File: config.mk
export PLATFORM = sky130hd
export DESIGN_NAME = adder_rr_scheduler
export DESIGN_NICKNAME = d
export VERILOG_FILES = /design/src/rtl/adder_rr_scheduler.sv
export SDC_FILE = /design/constraint.sdc
export NUM_CORES = 1
export LEC_CHECK = 0
export CAP_MARGIN = 10
export CORE_UTILIZATION = 56
export DETAILED_ROUTE_END_ITERATION = 7
export DONT_BUFFER_PORTS = 1
export PLACE_DENSITY = 0.74
export SYNTH_ARGS = -nofsm -noshare
export SYNTH_HDL_FRONTEND = slang
export SYNTH_SLANG_ARGS = --single-unit
File: constraint.sdc
create_clock -name clk -period 1.65 [get_ports clk]
set_input_delay 0.33 -clock clk [delete_from_list [all_inputs] [get_ports clk]]
set_output_delay 0.33 -clock clk [all_outputs]
set_load 0.01 [all_outputs]
File: src/rtl/adder_rr_scheduler.sv
// ============================================================================
//  Module   : adder_rr_scheduler
//  Function : Round-robin sharing of one external combinational adder between
//             two valid/ready requesters, one operation in flight at a time.
//  Revision : 1.0 - initial release
// ============================================================================
`default_nettype none

module adder_rr_scheduler #(
    parameter int WIDTH     = 16,
    parameter int OP_CYCLES = 1
) (
    input  logic             clk,
    input  logic             rst,
    input  logic [1:0]       req_valid,
    output logic [1:0]       req_ready,
    input  logic [WIDTH-1:0] req_a0,
    input  logic [WIDTH-1:0] req_b0,
    input  logic             req_cin0,
    input  logic [WIDTH-1:0] req_a1,
    input  logic [WIDTH-1:0] req_b1,
    input  logic             req_cin1,
    output logic [1:0]       rsp_valid,
    input  logic [1:0]       rsp_ready,
    output logic [WIDTH-1:0] rsp_result,
    output logic             rsp_overflow,
    output logic [WIDTH-1:0] add_a,
    output logic [WIDTH-1:0] add_b,
    output logic             add_cin,
    input  logic [WIDTH-1:0] add_result,
    input  logic             add_overflow
);

    localparam int c_CNT_W = (OP_CYCLES > 1) ? $clog2(OP_CYCLES + 1) : 1;
    localparam logic [c_CNT_W-1:0] c_CNT_LAST = c_CNT_W'(OP_CYCLES - 1);
    localparam logic [c_CNT_W-1:0] c_CNT_ONE  = c_CNT_W'(1);

    localparam logic [1:0] c_IDLE = 2'd0;
    localparam logic [1:0] c_EXEC = 2'd1;
    localparam logic [1:0] c_RESP = 2'd2;

    logic [1:0]         r_state;
    logic               r_grant;
    logic               r_last_grant;
    logic [c_CNT_W-1:0] r_cnt;
    logic [WIDTH-1:0]   r_add_a;
    logic [WIDTH-1:0]   r_add_b;
    logic               r_add_cin;
    logic [WIDTH-1:0]   r_rsp_result;
    logic               r_rsp_overflow;

    logic               w_accept;
    logic               w_grant;

    // Gated by rst so that ready is low for the whole reset interval.
    always_comb begin
        w_accept = 1'b0;
        w_grant  = 1'b0;
        if ((r_state == c_IDLE) && !rst && (|req_valid)) begin
            w_accept = 1'b1;
            if (&req_valid) begin
                w_grant = ~r_last_grant;
            end else begin
                w_grant = req_valid[1];
            end
        end
    end

    assign req_ready    = {w_accept & w_grant, w_accept & ~w_grant};
    assign rsp_valid    = (r_state == c_RESP) ? {r_grant, ~r_grant} : 2'b00;
    assign rsp_result   = r_rsp_result;
    assign rsp_overflow = r_rsp_overflow;
    assign add_a        = r_add_a;
    assign add_b        = r_add_b;
    assign add_cin      = r_add_cin;

    always_ff @(posedge clk or posedge rst) begin
        if (rst) begin
            r_state        <= c_IDLE;
            r_grant        <= 1'b0;
            r_last_grant   <= 1'b1;
            r_cnt          <= '0;
            r_add_a        <= '0;
            r_add_b        <= '0;
            r_add_cin      <= 1'b0;
            r_rsp_result   <= '0;
            r_rsp_overflow <= 1'b0;
        end else begin
            case (r_state)
                c_IDLE: begin
                    if (w_accept) begin
                        r_add_a      <= w_grant ? req_a1   : req_a0;
                        r_add_b      <= w_grant ? req_b1   : req_b0;
                        r_add_cin    <= w_grant ? req_cin1 : req_cin0;
                        r_grant      <= w_grant;
                        r_last_grant <= w_grant;
                        r_cnt        <= '0;
                        r_state      <= c_EXEC;
                    end
                end
                c_EXEC: begin
                    r_cnt <= r_cnt + c_CNT_ONE;
                    if (r_cnt == c_CNT_LAST) begin
                        r_rsp_result   <= add_result;
                        r_rsp_overflow <= add_overflow;
                        r_state        <= c_RESP;
                    end
                end
                c_RESP: begin
                    // Only the owner of the response can release it.
                    if (rsp_ready[r_grant]) begin
                        r_state <= c_IDLE;
                    end
                end
                default: begin
                    r_state <= c_IDLE;
                end
            endcase
        end
    end

endmodule

`default_nettype wire

==> metrics.md, run 1 <==
| Metric | Value |
|---|---|
| Status | complete, but fails checks |
| Failing checks | setup timing |
| Fillers | around 350 |
| Fmax | between 500 and 600 MHz |
| Clock Latency Late Sink | 0.29 ns |
| RSZ-0062 raised after global routing | yes |
| FF-to-FF Start | r_state[0]$_DFFE_PP0P_ |
| Setup TNS Final | -0.108 ns |
| Vias in the first global route | 1899 |
| Worst IR Drop VDD | about 0.88 mV |
| Post-synth top area cell | dfrtp_1 |
| Gr ovfl total | 0 |
| Antenna viol nets, final | 0 |
| WL final | 6.01 mm |
| H-tree Lvls | 2 |
| Reg2reg path depth | 5 |
| Routed WL per cell | roughly 22 um |
| Number of slew-limit violations in the final report | 0 |
| Die Area | 4910 um2 |
| Worst Path Max Fanout | 4 |
| Initial antenna violation count | 0 |
| Startpoint types | flop |
| TritonCTS buffer count | 5 |
| FF+latch count, synth | 55 |
| Ys flop type | dfrtp_1 |
| Pre-CTS setup slack | between 0.002 and 0.0025 ns |
| Clock Skew | 0.00635 ns |
| Seq/Total Area, Yosys | 53.1% |
| Hold depth | 1 |
| Tightest Pin Transition | 0.388 ns |
| Synth Net Count | 305 |
| Multi-input logic area | 1120 um2 |
| Required time worst endpoint | 1.32 ns |
| Die Y | ~70 um |
| Flop-to-flop setup slack | 0.02 ns |
| R2R Path End | r_cnt$_DFFE_PP0P_ |
| Post-Syn Instances | 216 |
| CTS tree | done |
| Initial DRC Count | 72 |
| Port Buffers | 0 |
| Ys async rst share | 100% |
| Final design utilization | roughly two thirds |
| Final min period | 1.73 ns |
| Power Dens Cells | 1810 nW/um2 |
| Clk sinks | 55 |
| Top post-synthesis cells by area | dfrtp_1 (52%), a221o_1 (13%), nor3_2 (11%) |
| Largest net degree at the start of global routing | 38 |
| Hold_sp | req_b1[15] |
| Routability cong. | 0.853 |
| Core Region | between 4000 and 5000 um2 |
| Final Hold Fails | 0 |
| Final Worst Setup Slack | -0.0818 ns |
| Total Routing Usage GR | 24.2% |
| Hold Path End | add_b[15]$_DFFE_PP0P_ |
| Root buffer cell | clkbuf_8 |
| Number of flops mapped to enable cells by yosys | 0 |
| Mapped Avg Cell Area | 12.0 um2 |
| Final setup violation count | 2 |
| Area of the mapped netlist | 2590 um2 |
| Slew margin rel. | 74.1% |
| Vias per inst | roughly 6.7 |
| Synth cell types | 24 |
| Drt pass-1 iters | 4 |
| Nature of the critical path endpoint | primary output |
| MaxCap Viol Count | 0 |
| Worst Hold Class | input port to flop |
| Layout cell share with drive strength beyond 1 | 36.0% |
| Tot Pwr | 5.20 mW |
| Boundary pin count | roughly 140 |
| Num rows | 24 |
| Storage element area | between 1000 and 1500 um2 |
| Top-count cell post-synth | dfrtp_1 |
| Detailed-route DRC error count | 0 |
| Pleak | ~1.2 nW |
| Die W | 70.1 um |
| Crit Path Class | flop to primary output |
| Global-route wire length before repair | 9.25 mm |
| YS warnings | 0 |
| Reg clk slew, reported paths | 0.09 ns |
| Max Buffers Root-to-Sink | 2 |
| DR vias | 1848 |
| Final worst path period share | 105% |
| Nets | 310 |
| Worst Path Arrival | 1.40 ns |
| ANT cells | 0 |
| Synthesis-to-finish area growth | 11.0% |
| Initial Utilization | 58.8% |
| Leading cell types by count after synthesis | dfrtp_1 (54), nand2_1 (35), a221o_1 (33) |
| Hold_ws | 0.173 ns |
| Yosys top cell area share | 52.1% |
| Final HPWL DP | roughly 4.3 mm |
==> cell usage in the layout (no fill, tap or decap) <==
master,n
dfrtp_1,54
nand2_1,35
a221o_1,33
nor3_2,30
mux2_2,18
buf_4,10
clkbuf_8,5
nor3_1,4
buf_12,4
a21oi_1,3
nor2_1,3
inv_1,2
nand2b_1,2
clkinvlp_4,2
o21ai_2,1
nor2b_4,1
or3_4,1
nor3b_4,1
o22ai_1,1
and3_4,1
or3_1,1
nor2_2,1
o211ai_1,1
o21ai_1,1
clkinv_2,1
clkbuf_1,1
clkbuf_16,1
dlygate4sd3_1,1
buf_8,1
buf_6,1
dfstp_2,1
==> critical path: stages (launching register included) <==
cell and delay [ns]:
dfrtp_1 0.43, or3_4 0.40, nor3b_4 0.27
==> metal layers <==
metal | GRT usage (%) | vias to the layer above | part of all wire [%]
li1 | - | 807 | -
met1 | 29.8 | 899 | 37
met2 | 40.8 | 122 | 52
met3 | 5.92 | 20 | 8.1
met4 | 10.0 | 0 | 2.6
met5 | 0 | - | 0
==> layout make-up <==
| type | instances | share of cell area [%] |
|---|---|---|
| well taps | 52 | 2.26 |
| inverters | 3 | 0.522 |
| flip-flops and latches | 55 | 47.9 |
| clock inverters | 2 | 0.435 |
| multi-input cells | 138 | 38.9 |
| repair buffers | 18 | 7.52 |
| clock buffers | 6 | 2.52 |
==> through the flow <==
step                      instances  instance area (um2)
after floorplan                 216                 2600
after global placement          257                 2680
after detailed placement        257                 2680
after CTS                       270                 2820
after global routing            274                 2880
final                           274                 2880
==> timing repair <==
action                                  in CTS  in global routing
resized for setup                            4                  4
pin swaps                                    3                  4
gates cloned                                 0                  1
endpoints found under the setup margin       3                  5
hold buffers                                 1                  0
setup buffers                                4                  3
endpoints found under the hold margin       24                  0
==> how the worst max path moves through the flow <==
stage / start / slack, ns / endpoint
floorplan: r_state[1]$_DFFE_PP0P_ / 0.02 / req_ready[0]
global placement: r_state[1]$_DFFE_PP0P_ / 0.10 / r_cnt$_DFFE_PP0P_
detailed placement: r_state[1]$_DFFE_PP0P_ / 0.002 / add_cin$_DFFE_PP0P_
CTS: r_state[0]$_DFFE_PP0P_ / -0.09 / req_ready[0]
global route: r_state[0]$_DFFE_PP0P_ / -0.14 / req_ready[0]
finish: r_state[0]$_DFFE_PP0P_ / -0.08 / req_ready[0]
==> cells by family after synthesis <==
logic type | share of synthesized area (%)
simple gates | 19.9
flops | 53.1
compound gates | 14.2
buf+inv | 4.97
mux | 7.81
==> power breakdown <==
part / internal (mW) / total [mW] / switching, mW
combinational: 0.952 / 1.71 / 0.760
clock: 0.297 / 0.693 / 0.396
sequential: 2.01 / 2.80 / 0.791
total: 3.26 / 5.20 / 1.95
==> registers in the layout, summed over array words and instances (netlist names) <==
signal,count
rsp_result,16
add_cin,1
r_state,2
rsp_overflow,1
add_b,16
r_grant,1
r_last_grant,1
r_cnt,1
add_a,16
Note: power is estimated with default switching activity, not from simulation.
==> run 2, diff against run 1 <==
==> constraint.sdc (replaced) <==
create_clock -name clk -period 1.65 [get_ports clk]
set_input_delay 0.33 -clock clk [delete_from_list [all_inputs] [get_ports clk]]
set_output_delay 0.33 -clock clk [all_outputs]
set_load 0.05 [all_outputs]
==> run 2 against run 1 <==
The run still ends with setup timing left. Power rose by 39%. Fmax down 2.9%. Sequential share of layout area decreased by 0.78 points. Flip-flop and latch count stayed put. Clock skew is 0.0019 ns lower. Cell count is 0.73% lower. Utilization grew 1.1 points. Clock-buffer cell count down 1. Via count down 1.2%. Worst setup slack got worse by 0.053 ns. Sequential power up 64%.
==> metrics.md, run 2 (same netlist as run 1, synthesis figures left out) <==
| Metric | Value |
|---|---|
| Port Buffers | 0 |
| Die Y | 70.1 um |
| Antenna viol nets, final | 0 |
| Nature of the critical path endpoint | primary output |
| Sequential Power Share | 63.3% |
| Routed WL per cell | 21.4 um |
| TritonCTS buffer count | 5 |
| Clk sinks | 55 |
| Clock share of power | 11.7% |
| Pre-CTS setup slack | -0.00714 ns |
| Setup TNS Final | -0.251 ns |
| Worst IR Drop VDD | 1.17 mV |
| Non-filler instance count after layout | 272 |
| H-tree Lvls | 2 |
| Num rows | 24 |
| Fmax | ~560 MHz |
| Max Buffers Root-to-Sink | 2 |
| Core Region | around 4400 um2 |
| Final Hold Fails | 0 |
| Pleak | roughly 1.2 nW |
| CP Buf/Inv Count | 1 |
| Gr ovfl total | 0 |
| Switch Pwr | 3.87 mW |
| Cell at the slowest stage of the critical path | dfrtp_1 |
| CTS tree | done |
| Critical path's largest stage delay | 0.39 ns |
| Status | complete, but fails checks |
| Required time worst endpoint | 1.32 ns |
| WL final | 5.82 mm |
| Clock Latency Late Sink | 0.29 ns |
| Final setup violation count | 3 |
| Logic pwr share | 25.0% |
| Tightest Pin Transition | 0.533 ns |
| Global-route wire length before repair | 9.06 mm |
| Reg clk slew, reported paths | 0.09 ns |
| Placed Cells | approximately 260 |
| Worst-path cell chain | or3_4 > nor3b_4 > buf_12 |
| Final min period | between 1.5 and 2 ns |
| Worst Path Max Fanout | 3 |
| Commonest non-fill, non-tap cell in the layout | dfrtp_1 |
| Clock Skew | 0.00443 ns |
| Initial DRC Count | 74 |
| Final Worst Setup Slack | -0.134 ns |
| Boundary pin count | 143 |
| Cell-internal power | approximately 3.4 mW |
| Root buffer cell | clkbuf_8 |
| RSZ-0062 raised after global routing | yes |
| Vias per inst | between 6 and 7 |
| Failing checks | setup timing |
| Crit Path Class | flop to primary output |
| Crit-path leading delay family | simple AND/OR/NAND/NOR gates |
| Largest net degree at the start of global routing | 38 |
| Worst Path Arrival | 1.45 ns |
| Die Area | 4910 um2 |
| Number of slew-limit violations in the final report | 0 |
| Initial antenna violation count | 0 |
| Final worst path period share | 108% |
| Startpoint types | flop |
| Routability cong. | 0.766 |
| Total Routing Usage GR | 23.8% |
| Power Dens Cells | 2480 nW/um2 |
| Synthesis-to-finish area growth | 12.8% |
| Layout cell share with drive strength beyond 1 | 36.8% |
| Die W | about 70 um |
| ANT cells | 0 |
| Drt pass-1 iters | 4 |
| Final HPWL DP | 4.14 mm |
| Commonest non-fill, non-tap cells in the layout | dfrtp_1 (54), nand2_1 (35), a221o_1 (33) |
| Initial Utilization | 58.8% |
| Detailed-route DRC error count | 0 |
| MaxCap Viol Count | 0 |
| Vias in the first global route | between 1500 and 2000 |
| Slew margin rel. | 64.4% |
| Switch share | 53.5% |
| DR vias | 1825 |
| Worst Hold Class | input port to flop |
| Nets | 309 |
## run 2: timing repair
action                                 in CTS  in global routing
setup endpoints to repair                  10                 27
endpoints found under the hold margin      22                  0
cloned                                      1                  0
resized for setup                           6                  4
pin swaps                                   3                  1
hold buffers                                1                  0
setup buffers                               2                  0
## run 2: final timing paths
| path | endpoint | slack, ns | startpoint | cells past startpoint |
|---|---|---|---|---|
| min in group asynchronous | add_b[4]$_DFFE_PP0P_ | 0.55 | rst | 2 |
| max in group asynchronous | rsp_result[4]$_DFFE_PP0P_ | 0.48 | rst | 3 |
| setup reg to reg | add_a[5]$_DFFE_PP0P_ | 0.05 | r_last_grant$_DFFE_PP1P_ | 5 |
| hold / removal | add_b[10]$_DFFE_PP0P_ | 0.17 | req_b1[10] | 1 |
| hold reg to reg | r_last_grant$_DFFE_PP1P_ | 0.52 | r_last_grant$_DFFE_PP1P_ | 2 |
| setup / recovery | req_ready[0] | -0.13 | r_state[0]$_DFFE_PP0P_ | 3 |
## run 2: area by class of cell
type                       count  area [um2]
fill                         342        1490
sequential                    55        1380
multi-input combinational    138        1130
timing repair buffer          17         229
clock buffer                   5        68.8
tap                           52        65.1
clock inverter                 2        37.5
inverter                       3        15.0
## run 2: metal layers
layer	vias to the layer above	GRT usage [%]	wire length [um]
li1	800	-	-
met1	888	28.3	2250
met2	123	40.4	3000
met3	14	7.36	437
met4	0	8.89	126
met5	-	0	0
## run 2: per-stage QoR
step / instance area [um2] / hold slack (ns) / power, mW / utilization (%)
3_5_place_dp: 2720 / 0.270 / 6.32 / 61.6
2_1_floorplan: 2610 / 0.404 / 5.86 / -
4_1_cts: 2910 / 0.160 / 7.24 / 65.9
3_3_place_gp: 2720 / 0.262 / 6.19 / 61.6
5_1_grt: 2930 / 0.157 / 7.54 / 66.3
6_report: 2930 / 0.173 / 7.25 / 66.3
## run 2: power by group through the flow
| stage | clock network [mW] | logic [mW] | registers, mW |
|---|---|---|---|
| after floorplan | 0 | 1.40 | 4.46 |
| after global routing | 0.925 | 1.95 | 4.67 |
| final | 0.848 | 1.81 | 4.59 |
| after global placement | 0 | 1.59 | 4.60 |
| after detailed placement | 0 | 1.70 | 4.62 |
| after CTS | 0.875 | 1.78 | 4.59 |
==> run 3, diff against run 2 <==
- ABC_AREA: default -> 1
- CTS_BUF_LIST: default -> sky130_fd_sc_hd__clkbuf_8
==> run 3 against run 2 <==
Cell count increased by 31%. Wire length increased by 2.8%. Sequential power decreased by 3%. Non-clock buffer count increased by 10. Largest power group unchanged. Clock-buffer cell count increased by 1. The flow still finishes with violations (setup timing). Clock skew increased by 0.0033 ns. Sequential share of layout area increased by 0.41 points. Synthesized cell count increased by 35%. Critical path depth increased by 3. Worst setup slack improved by 0.084 ns. Design area decreased by 0.86%. Critical path type unchanged.
==> metrics.md, run 3 <==
| Metric | Value |
|---|---|
| Final Worst Setup Slack | -0.0505 ns |
| Compound-Gate Fraction of Synth Area | 3.95% |
| Final min period | 1.70 ns |
| Ys async rst share | 100% |
| Adder-cell share of the synthesized area | 0% |
| Leading cell types by count after synthesis | nand3_1 (67), nand2_1 (60), dfrtp_1 (54) |
| Area of the mapped netlist | 2530 um2 |
| Yosys top cell area share | a little over half |
| Worst Path Max Fanout | 3 |
| Vias per inst | 5.92 |
| Mux share of post-synthesis cell area | 0% |
| Commonest non-fill, non-tap cells in the layout | nand3_1 (67), nand2_1 (57), dfrtp_1 (54) |
| Failing checks | setup timing |
| Final Hold Fails | 0 |
| Top post-synthesis cells by area | dfrtp_1 (53%), nand3_1 (13%), nand2_1 (8.9%) |
| Clock Skew | 0.00769 ns |
| Slew margin rel. | 55.7% |
| Final setup violation count | 2 |
| YS warnings | 0 |
| Boundary pin count | 143 |
| Total Routing Usage GR | 25.0% |
| Layout cell share with drive strength beyond 1 | between 10% and 20% |
| Synth Net Count | 380 |
| Num rows | 24 |
| Ys flop type | dfrtp_1 |
| Status | complete, but fails checks |
| Synth Area in Simple Gates | 33.9% |
| Drt pass-1 iters | 4 |
| Gr ovfl total | 0 |
| CTS tree | done |
| Tightest Pin Transition | 0.664 ns |
| TritonCTS buffer count | 5 |
| Worst Path Arrival | ~1.4 ns |
| FF+latch count, synth | 55 |
| Synth cell types | 17 |
| Root buffer cell | clkbuf_8 |
| Worst IR Drop VDD | 1.32 mV |
| Nets | 393 |
| RSZ-0062 raised after global routing | yes |
| Mapped Avg Cell Area | roughly 8.7 um2 |
| Number of flops mapped to enable cells by yosys | 0 |
| Xor/xnor share of the synthesized area | 0% |
| Power Dens Cells | 2460 nW/um2 |
| Core Region | approximately 4400 um2 |
| ANT cells | 0 |
| Initial Utilization | around 58% |
| Die Area | 4790 um2 |
| Storage element area | 1380 um2 |
| Routability cong. | 0.744 |
| MaxCap Viol Count | 0 |
| Routed WL per cell | 16.8 um |
| Pleak | 1.41 nW |
| Number of slew-limit violations in the final report | 0 |
| Main combinational cell family by area after synthesis | simple AND/OR/NAND/NOR gates |
| Detailed-route DRC error count | 0 |
| WL final | 5.99 mm |
| Final HPWL DP | 4.10 mm |
| Die Y | a little under 70 um |
| Max Buffers Root-to-Sink | 2 |
| Top-count cell post-synth | nand3_1 |
| Worst Hold Class | input port to asynchronous set/reset pin |
| Post-Syn Instances | around 290 |
| Clk sinks | 55 |
| Initial DRC Count | 113 |
| Required time worst endpoint | between 1 and 1.5 ns |
| Global-route wire length before repair | 9.47 mm |
| Post-synth top area cell | dfrtp_1 |
| Seq/Total Area, Yosys | between 50% and 60% |
| Reg clk slew, reported paths | 0.10 ns |
| Initial antenna violation count | 0 |
| Fillers | between 300 and 400 |
| Nature of the critical path endpoint | primary output |
| H-tree Lvls | 2 |
| Startpoint types | flop |
| Setup TNS Final | -0.0538 ns |
| Crit Path Class | flop to primary output |
| Pre-CTS setup slack | 0.202 ns |
| Clock Latency Late Sink | 0.31 ns |
| Multi-input logic area | 1010 um2 |
| Antenna viol nets, final | 0 |
| Synthesis-to-finish area growth | 14.5% |
| Die W | 69.2 um |
| DR vias | 2115 |
| Commonest non-fill, non-tap cell in the layout | nand3_1 |
| Final worst path period share | 103% |
| Tot Pwr | 7.13 mW |
| Vias in the first global route | 1948 |
| Fmax | about 590 MHz |
| Port Buffers | 0 |
| Largest net degree at the start of global routing | 56 |
## run 3: cell count changes after synthesis, sizes merged, moves of 18 or more
cell | before | now
nor3 | 34 | 0
nand2 | 35 | 62
a221o | 33 | 0
nand4 | 0 | 33
o21ai | 2 | 20
mux2 | 18 | 0
nand3 | 0 | 68
inv | 3 | 24
## run 3: repair_timing
action                                  in CTS  in global routing
hold buffers                                 0                  0
setup buffers                                6                  6
pin swaps                                    8                  8
resized for setup                           15                  5
endpoints found under the setup margin       2                  9
## run 3: cell families (layout without fill, tap and decap cells)
group,count (synthesis),after routing
buffers and inverters,45,59
and+or+nand+nor,171,171
AOI/OAI and AO/OA,20,20
DFF,55,55
## run 3: layout make-up
class	count	area share, %
Multi-Input combinational cell	191	34.9
Clock inverter	2	0.561
Sequential cell	55	47.5
Timing Repair Buffer	27	8.50
Clock buffer	6	2.85
Tap cell	52	2.24
Inverter	24	3.41
## run 3: power breakdown
part | total (mW) | internal [mW] | switching, mW
sequential | 4.47 | 1.95 | 2.52
clock | 0.780 | 0.343 | 0.437
combinational | 1.88 | 0.766 | 1.11
total | 7.13 | 3.06 | 4.07
## run 3: critical path: stages, from the launching register on
cell and delay (ns):
dfrtp_1 0.42, nor2_4 0.17, nand2_4 0.08, nor2_8 0.13, nand2_4 0.07, inv_2 0.06, buf_12 0.13
## run 3: layer usage
layer	part of all wire, %	vias up	track usage, %	wire [um]
met2	50	99	40.5	2990
met4	2.0	0	9.30	118
met1	41	994	31.2	2450
li1	-	1010	-	-
met5	0	-	0	0
met3	7.2	12	8.43	429
## run 3: path summary, 6_finish.rpt
kind / start / end / slack, ns / cells after the start
setup / recovery: r_state[1]$_DFFE_PP0P_ / req_ready[1] / -0.05 / 6
hold / removal: rst / rsp_result[2]$_DFFE_PP0P_ / 0.14 / 2
setup reg to reg: r_state[1]$_DFFE_PP0P_ / add_a[14]$_DFFE_PP0P_ / 0.12 / 8
hold reg to reg: r_last_grant$_DFFE_PP1P_ / r_last_grant$_DFFE_PP1P_ / 0.50 / 2
max in group asynchronous: rst / add_a[7]$_DFFE_PP0P_ / 1.08 / 2
min in group clk: add_result[4] / rsp_result[4]$_DFFE_PP0P_ / 0.15 / 2
## run 3: metrics by stage
step | utilization [%] | std cells | hold slack (ns) | area [um2]
global route | 66.6 | 357 | 0.146 | 2900
CTS | 65.1 | 351 | 0.143 | 2840
global placement | 60.8 | 337 | 0.465 | 2650
floorplan | - | 291 | 0.419 | 2550
detailed placement | 60.8 | 337 | 0.475 | 2650
finish | 66.6 | 357 | 0.135 | 2900
